===== config.mk =====
export PLATFORM = sky130hd
export DESIGN_NAME = score_tracker
export DESIGN_NICKNAME = d
export VERILOG_FILES = /design/src/rtl/score_pkg.sv /design/src/rtl/score_counter.sv /design/src/rtl/score_tracker.sv
export SDC_FILE = /design/constraint.sdc
export NUM_CORES = 1
export LEC_CHECK = 0
export ABC_AREA = 1
export BUFFER_PORTS_ARGS = -buffer_cell sky130_fd_sc_hd__buf_2
export CORE_MARGIN = 2
export CORE_UTILIZATION = 25
export DETAILED_ROUTE_END_ITERATION = 7
export PLACE_DENSITY = 0.4
export SLEW_MARGIN = 15
export SYNTH_ARGS = -nofsm -noshare
export SYNTH_HDL_FRONTEND = slang
export SYNTH_SLANG_ARGS = --single-unit
export TNS_END_PERCENT = 10

===== constraint.sdc =====
create_clock -name clk -period 1.6 [get_ports clk]
set_clock_uncertainty 0.15 [all_clocks]
set_input_delay 0.4 -clock clk [delete_from_list [all_inputs] [get_ports clk]]
set_output_delay 0.4 -clock clk [all_outputs]
set_load 0.1 [all_outputs]

===== src/rtl/score_pkg.sv =====
// Shared types and helpers for the snake-game score tracker.
package score_pkg;

   localparam int unsigned SCORE_W_DEF  = 7;
   localparam int unsigned SCORE_WIDE_W = 16;

   typedef logic [SCORE_WIDE_W-1:0] score_wide_t;

   typedef enum logic {
      PLAYING   = 1'b0,
      GAME_OVER = 1'b1
   } state_t;

   // Unsigned maximum; callers zero-extend narrower scores to score_wide_t.
   function automatic score_wide_t max_score(input score_wide_t a, input score_wide_t b);
      return (a > b) ? a : b;
   endfunction

endpackage


===== src/rtl/score_counter.sv =====
// Current-score counter: saturating increment with a load-to-one for a new game.
module score_counter
   import score_pkg::*;
#(
   parameter int unsigned W = SCORE_W_DEF
) (
   input  logic         clk,
   input  logic         rst,
   input  logic         inc,
   input  logic         load1,
   input  logic [W-1:0] max,
   output logic [W-1:0] count
);

   always_ff @(posedge clk) begin
      if (rst) begin
         count <= '0;
      end else if (load1) begin
         count <= W'(1);
      end else if (inc && (count < max)) begin
         count <= count + W'(1);
      end
   end

endmodule


===== src/rtl/score_tracker.sv =====
// Score tracker: game FSM, session high score and display mux for the snake game.
module score_tracker
   import score_pkg::*;
#(
   parameter int unsigned SCORE_W   = SCORE_W_DEF,
   parameter int unsigned MAX_SCORE = 99
) (
   input  logic               clk,
   input  logic               nRst,
   input  logic               goodColl,
   input  logic               badColl,
   output logic [SCORE_W-1:0] dispScore,
   output logic               isGameComplete
);

   localparam logic [SCORE_W-1:0] MAX_V    = SCORE_W'(MAX_SCORE);
   localparam logic [SCORE_W-1:0] MAX_M1_V = SCORE_W'(MAX_SCORE - 1);

   state_t             state;
   logic [SCORE_W-1:0] cur_score;
   logic [SCORE_W-1:0] high_score;
   logic               playing;
   logic               cnt_inc;
   logic               cnt_load1;
   logic [SCORE_W-1:0] best_cur;
   logic [SCORE_W-1:0] best_max;

   assign playing   = (state == PLAYING);
   // A bad collision wins over an apple in the same cycle while playing.
   assign cnt_inc   = playing && goodColl && !badColl;
   assign cnt_load1 = !playing && goodColl;

   assign best_cur = SCORE_W'(max_score(SCORE_WIDE_W'(high_score), SCORE_WIDE_W'(cur_score)));
   assign best_max = SCORE_W'(max_score(SCORE_WIDE_W'(high_score), SCORE_WIDE_W'(MAX_V)));

   score_counter #(
      .W (SCORE_W)
   ) u_counter (
      .clk   (clk),
      .rst   (nRst),
      .inc   (cnt_inc),
      .load1 (cnt_load1),
      .max   (MAX_V),
      .count (cur_score)
   );

   always_ff @(posedge clk) begin
      if (nRst) begin
         state      <= PLAYING;
         high_score <= '0;
      end else begin
         case (state)
            PLAYING: begin
               if (badColl) begin
                  high_score <= best_cur;
                  state      <= GAME_OVER;
               end else if (goodColl && (cur_score == MAX_M1_V)) begin
                  high_score <= best_max;
                  state      <= GAME_OVER;
               end
            end
            GAME_OVER: begin
               if (goodColl) begin
                  state <= PLAYING;
               end
            end
            default: state <= PLAYING;
         endcase
      end
   end

   assign dispScore      = (state == GAME_OVER) ? high_score : cur_score;
   assign isGameComplete = (state == GAME_OVER);

endmodule


Word-level counts from Yosys, hierarchy flattened:

Cells that the tools add are included.

* register bits after elaboration: 15
* output and inout port bits: 8
* logic and storage cells: 33

* $add $sub $neg: 1
* magnitude comparators: 3
* equal/unequal tests: 3
* muxes and demuxes: 11
* bitwise operators: 1
* reductions and logical operators: 10

Operator list (count)
* $mux 7: 5
* $add 7x1->7 const B: 1
* $eq 7x7->1 const B: 1
* $gt 7x7->1: 1
* $gt 7x7->1 const B: 1
* $lt 7x7->1 const B: 1
* $logic_and 1x1->1: 5
* $mux 1: 5
* $ne 2x2->1 const B: 2
* $reduce_and 4->1: 1
* $reduce_bool 2->1: 2
* $pmux 1 s2: 1
* $reduce_or 2->1: 1
* $logic_not 1->1: 1
* $not 1->1: 1

Longest topological paths before layout:

* word-level depth: 6
* gate-level depth with buffers: 12
* gate-level depth less buffers: 12

Cells and area by module:

Synthesis repeated with hierarchy kept, for this count alone.

* cells, all modules: 202
* area total of the unflattened synthesis: 1265.0 µm²

Modules (own cells, without submodules)
* score_tracker: instances 1, cells an instance 123, area an instance 725.7 µm², sequential area each 160.2 µm²
* score_counter: instances 1, cells an instance 79, area an instance 539.3 µm², sequential area each 140.1 µm²

Worst setup path before layout:

OpenSTA, ideal clock, no wires.

* path kind: reg2out
* start point: reg state (netlist: isGameComplete)
* end point: out dispScore[3]
* arrival: 3.126 ns
* setup slack: -2.076 ns
* stages on the path, launching flop included: 3
* cell sequence: dfxtp_1 > clkbuf_1 > o21ai_0

* longest elaborated chain between the ends: 1

RTL lines
* from (decl): RTL line score_tracker.sv:19 `state_t state;`
* from (signal assigned): RTL line score_tracker.sv:49 `state <= PLAYING;`
* from (signal assigned): RTL line score_tracker.sv:56 `state <= GAME_OVER;`
* from (signal assigned): RTL line score_tracker.sv:59 `state <= GAME_OVER;`
* $mux 7: RTL line score_tracker.sv:72 `assign dispScore = (state == GAME_OVER) ? high_score : cur_score;`
* to (decl): RTL line score_tracker.sv:12 `output logic [SCORE_W-1:0] dispScore,`

Every way passes these cells.

Worst setup path after layout:

* start point: reg state (netlist: isGameComplete)
* end point: out dispScore[4]

The elaborated chain is that of the path after synthesis.

==> results.md <==
- Slew headroom: 86.6%
- Detailed Routing Iterations Pass 1: 4
- Reg2reg setup slack: -0.05 ns
- Global route total overflow: 0
- Prevailing post-synth register cell: dfxtp_1
- Worst-Skew Late Latency: 0.26 ns
- Detailed Place HPWL: 2400 um
- Vias in the first global route: 1,079
- GPL Wtd Cong: 0.798
- Placed cells: 258
- Hold path depth: 2
- Setup TNS: -1.08 ns
- Total power draw: 1530 uW
- Setup crit end: dispScore[4]
- Initial Util: 26.3%
- Sequential cell area: 314 sq um
- Remaining DRCs: 0
- Multi-input gate area: 896 sq um
- Syn avg cell area: 6.23 sq um
- Syn. warnings: 0
- RSZ-0062 raised after global routing: true
- CTS tree: yes
- Die footprint: 0.00477 sq mm
- Core footprint: 0.00403 sq mm
- Worst EP arrival: 1.17 ns
- Clk slew on worst S/H paths: 0.07 ns
- Clock Sink Count: 15
- Die Width: 69.1 um
- Netlist Area Pre-Place: 0.00106 sq mm
- Worst VDD drop: 0.000308 V
- CTS Buf Count: 3
- Commonest cells in the synthesized netlist: 52 x nand2_1, 23 x nor2_1, 20 x inv_1, 15 x a21oi_1, 15 x dfxtp_1
- Max_cap viols: 0
- Worst min path class: input port to flop
- Starting DRC count in detailed routing: 33
- Asr flop ratio synth: 0%
- Crit Reg-Reg Endpoint: high_score[3]$_SDFFE_PP0P_
- Beginning of the critical path: isGameComplete$_SDFF_PP0_
- Routed WL: 3450 um
- Worst-case hold slack: 0.144 ns
- Via-to-Cell Ratio: 4.39
- Util after Layout: 48.3%
- Root Buffer: clkbuf_8
- Synthesized net count: 183
- First-pass GRT wire length: 5330 um
- Count of buffers from port buffering: 11
- Chip height: 69.1 um
- Synth area leaders: dfxtp_1 28%, nand2_1 18%, ha_1 11%
- Worst r2r path cells: 12
- PD cells: 784 mW/mm^2
- Worst R2R Start: u_counter.count[1]$_SDFFE_PP0P_
- Worst Path Required: 1.05 ns
- Remaining antenna violation count after routing: 0
- Maximum clock rate: 580 MHz
- Top cell type's share of synthesized area: 28.4%
- Non-Filler Instances: 271
- Share of cells above drive strength 1: 52.0%
- Tightest Pin Transition: 0.200 ns
- EDFF count, synth: 0
- Pleak: 0.000929 uW
- Critical path endpoint category: output port
- Startpoint types: flop
- Floorplan row count: 23
- Filler instances: 413
- Routed length per instance: 12.7 um
- Post-synth top area cell: dfxtp_1
- Area Growth Syn to Fin: 83.9%
- Failing checks: setup timing
- Gate Count Post-Synth: 170
- Most common cell in the netlist: nand2_1
- Crit Path Category: flop to output port
- Boundary Pins: 12
- Post-synth cell types: 16
- Status: finished with violations
- Final worst slack: -0.125 ns
- Depth of the CTS H-tree: 1
- Via count: 1,190
- Antenna violations before repair: 0
- Clock Path Buffers: 2
- Post-layout min period: 1.72 ns
- Final period util: 108%
- Antenna diode count: 0
- Final setup viols: 15
- Register bit count reported by yosys: 15
- Slew Limit Fails: 0
- Sequential share of the synthesized area: 28.4%
- Final hold violation count: 0
- Largest net degree at the start of global routing: 14
- NumNets Final: 235
- Max FO, Critical Path: 8
- Hold_buf cts: 0
- Gr usage total: 14.0%
cell usage in the layout, fill, tap and decap left out, drive strengths merged:
cell    Yosys  layout
buf         2      49
nor2       25      25
o21ai      10      10
clkbuf      1       4
a21oi      16      16
nand3       9       9
xor2        2       2
nand2      56      56
clkinv      0       1
nand4       1       1
ha          9       9
dfxtp      15      15
inv        24      24
power breakdown:
part           total (uW)  leakage (uW)  internal (uW)  switching, uW
registers             441      0.000127            407           34.4
logic                 757      0.000776            337            420
clock network         328     0.0000255            173            155
state kept, by name (all words and copies together), names as in the netlist:
name and flops:
u_counter.count 7, isGameComplete 1, high_score 7
timing repair:
| action | CTS | global route |
|---|---|---|
| pin swaps | 8 | 8 |
| gates cloned | 0 | 2 |
| setup endpoints to repair | 15 | 22 |
| buffers inserted | 4 | 3 |
| gates resized for setup | 21 | 43 |
cell type report:
type	count	area share [%]
timing repair buffer	50	27.4
multi-input combinational	128	46.0
clock buffer	3	2.12
tap	50	3.21
clock inverter	1	0.257
inverter	24	4.88
sequential	15	16.1
per-layer routing:
layer | vias up | track usage (%) | wire [um]
li1 | 633 | - | -
met2 | 19 | 20.5 | 1630
met1 | 532 | 20.7 | 1660
met3 | 6 | 2.05 | 98
met4 | 0 | 4.79 | 65
met5 | - | 0 | 0
stage by stage:
stage,area (sq um),worst slack (ns)
after global routing,1950,-0.166
after detailed placement,1590,-0.0879
after CTS,1740,-0.134
final,1950,-0.125
after floorplan,1160,-0.187
after global placement,1590,-0.0705
kinds of logic (layout without fill, tap and decap cells):
kind of cell               Yosys count  in the layout  share of synthesized area [%]
xor gates and xnor gates             2              2                           1.66
DFF                                 15             15                           28.4
AOI/OAI and AO/OA                   26             26                           13.4
adders and majority gates            9              9                           10.6
buffers and inverters               27             78                           11.0
and+or+nand+nor                     91             91                           35.0
critical path, cell delays in order (launching register included):
cell	delay, ns
dfxtp_4	0.44
buf_12	0.18
nand2_4	0.06
o21ai_4	0.06
buf_12	0.19
worst min path at each step:
| stage | end | slack (ns) | from |
|---|---|---|---|
| after floorplan | u_counter.count[0]$_SDFFE_PP0P_ | 0.32 | nRst |
| after global placement | u_counter.count[0]$_SDFFE_PP0P_ | 0.42 | nRst |
| after detailed placement | high_score[0]$_SDFFE_PP0P_ | 0.42 | high_score[0]$_SDFFE_PP0P_ |
| after CTS | u_counter.count[0]$_SDFFE_PP0P_ | 0.15 | nRst |
| after global routing | u_counter.count[0]$_SDFFE_PP0P_ | 0.16 | nRst |
| final | u_counter.count[0]$_SDFFE_PP0P_ | 0.14 | nRst |
(Power assumes the default switching activity.)
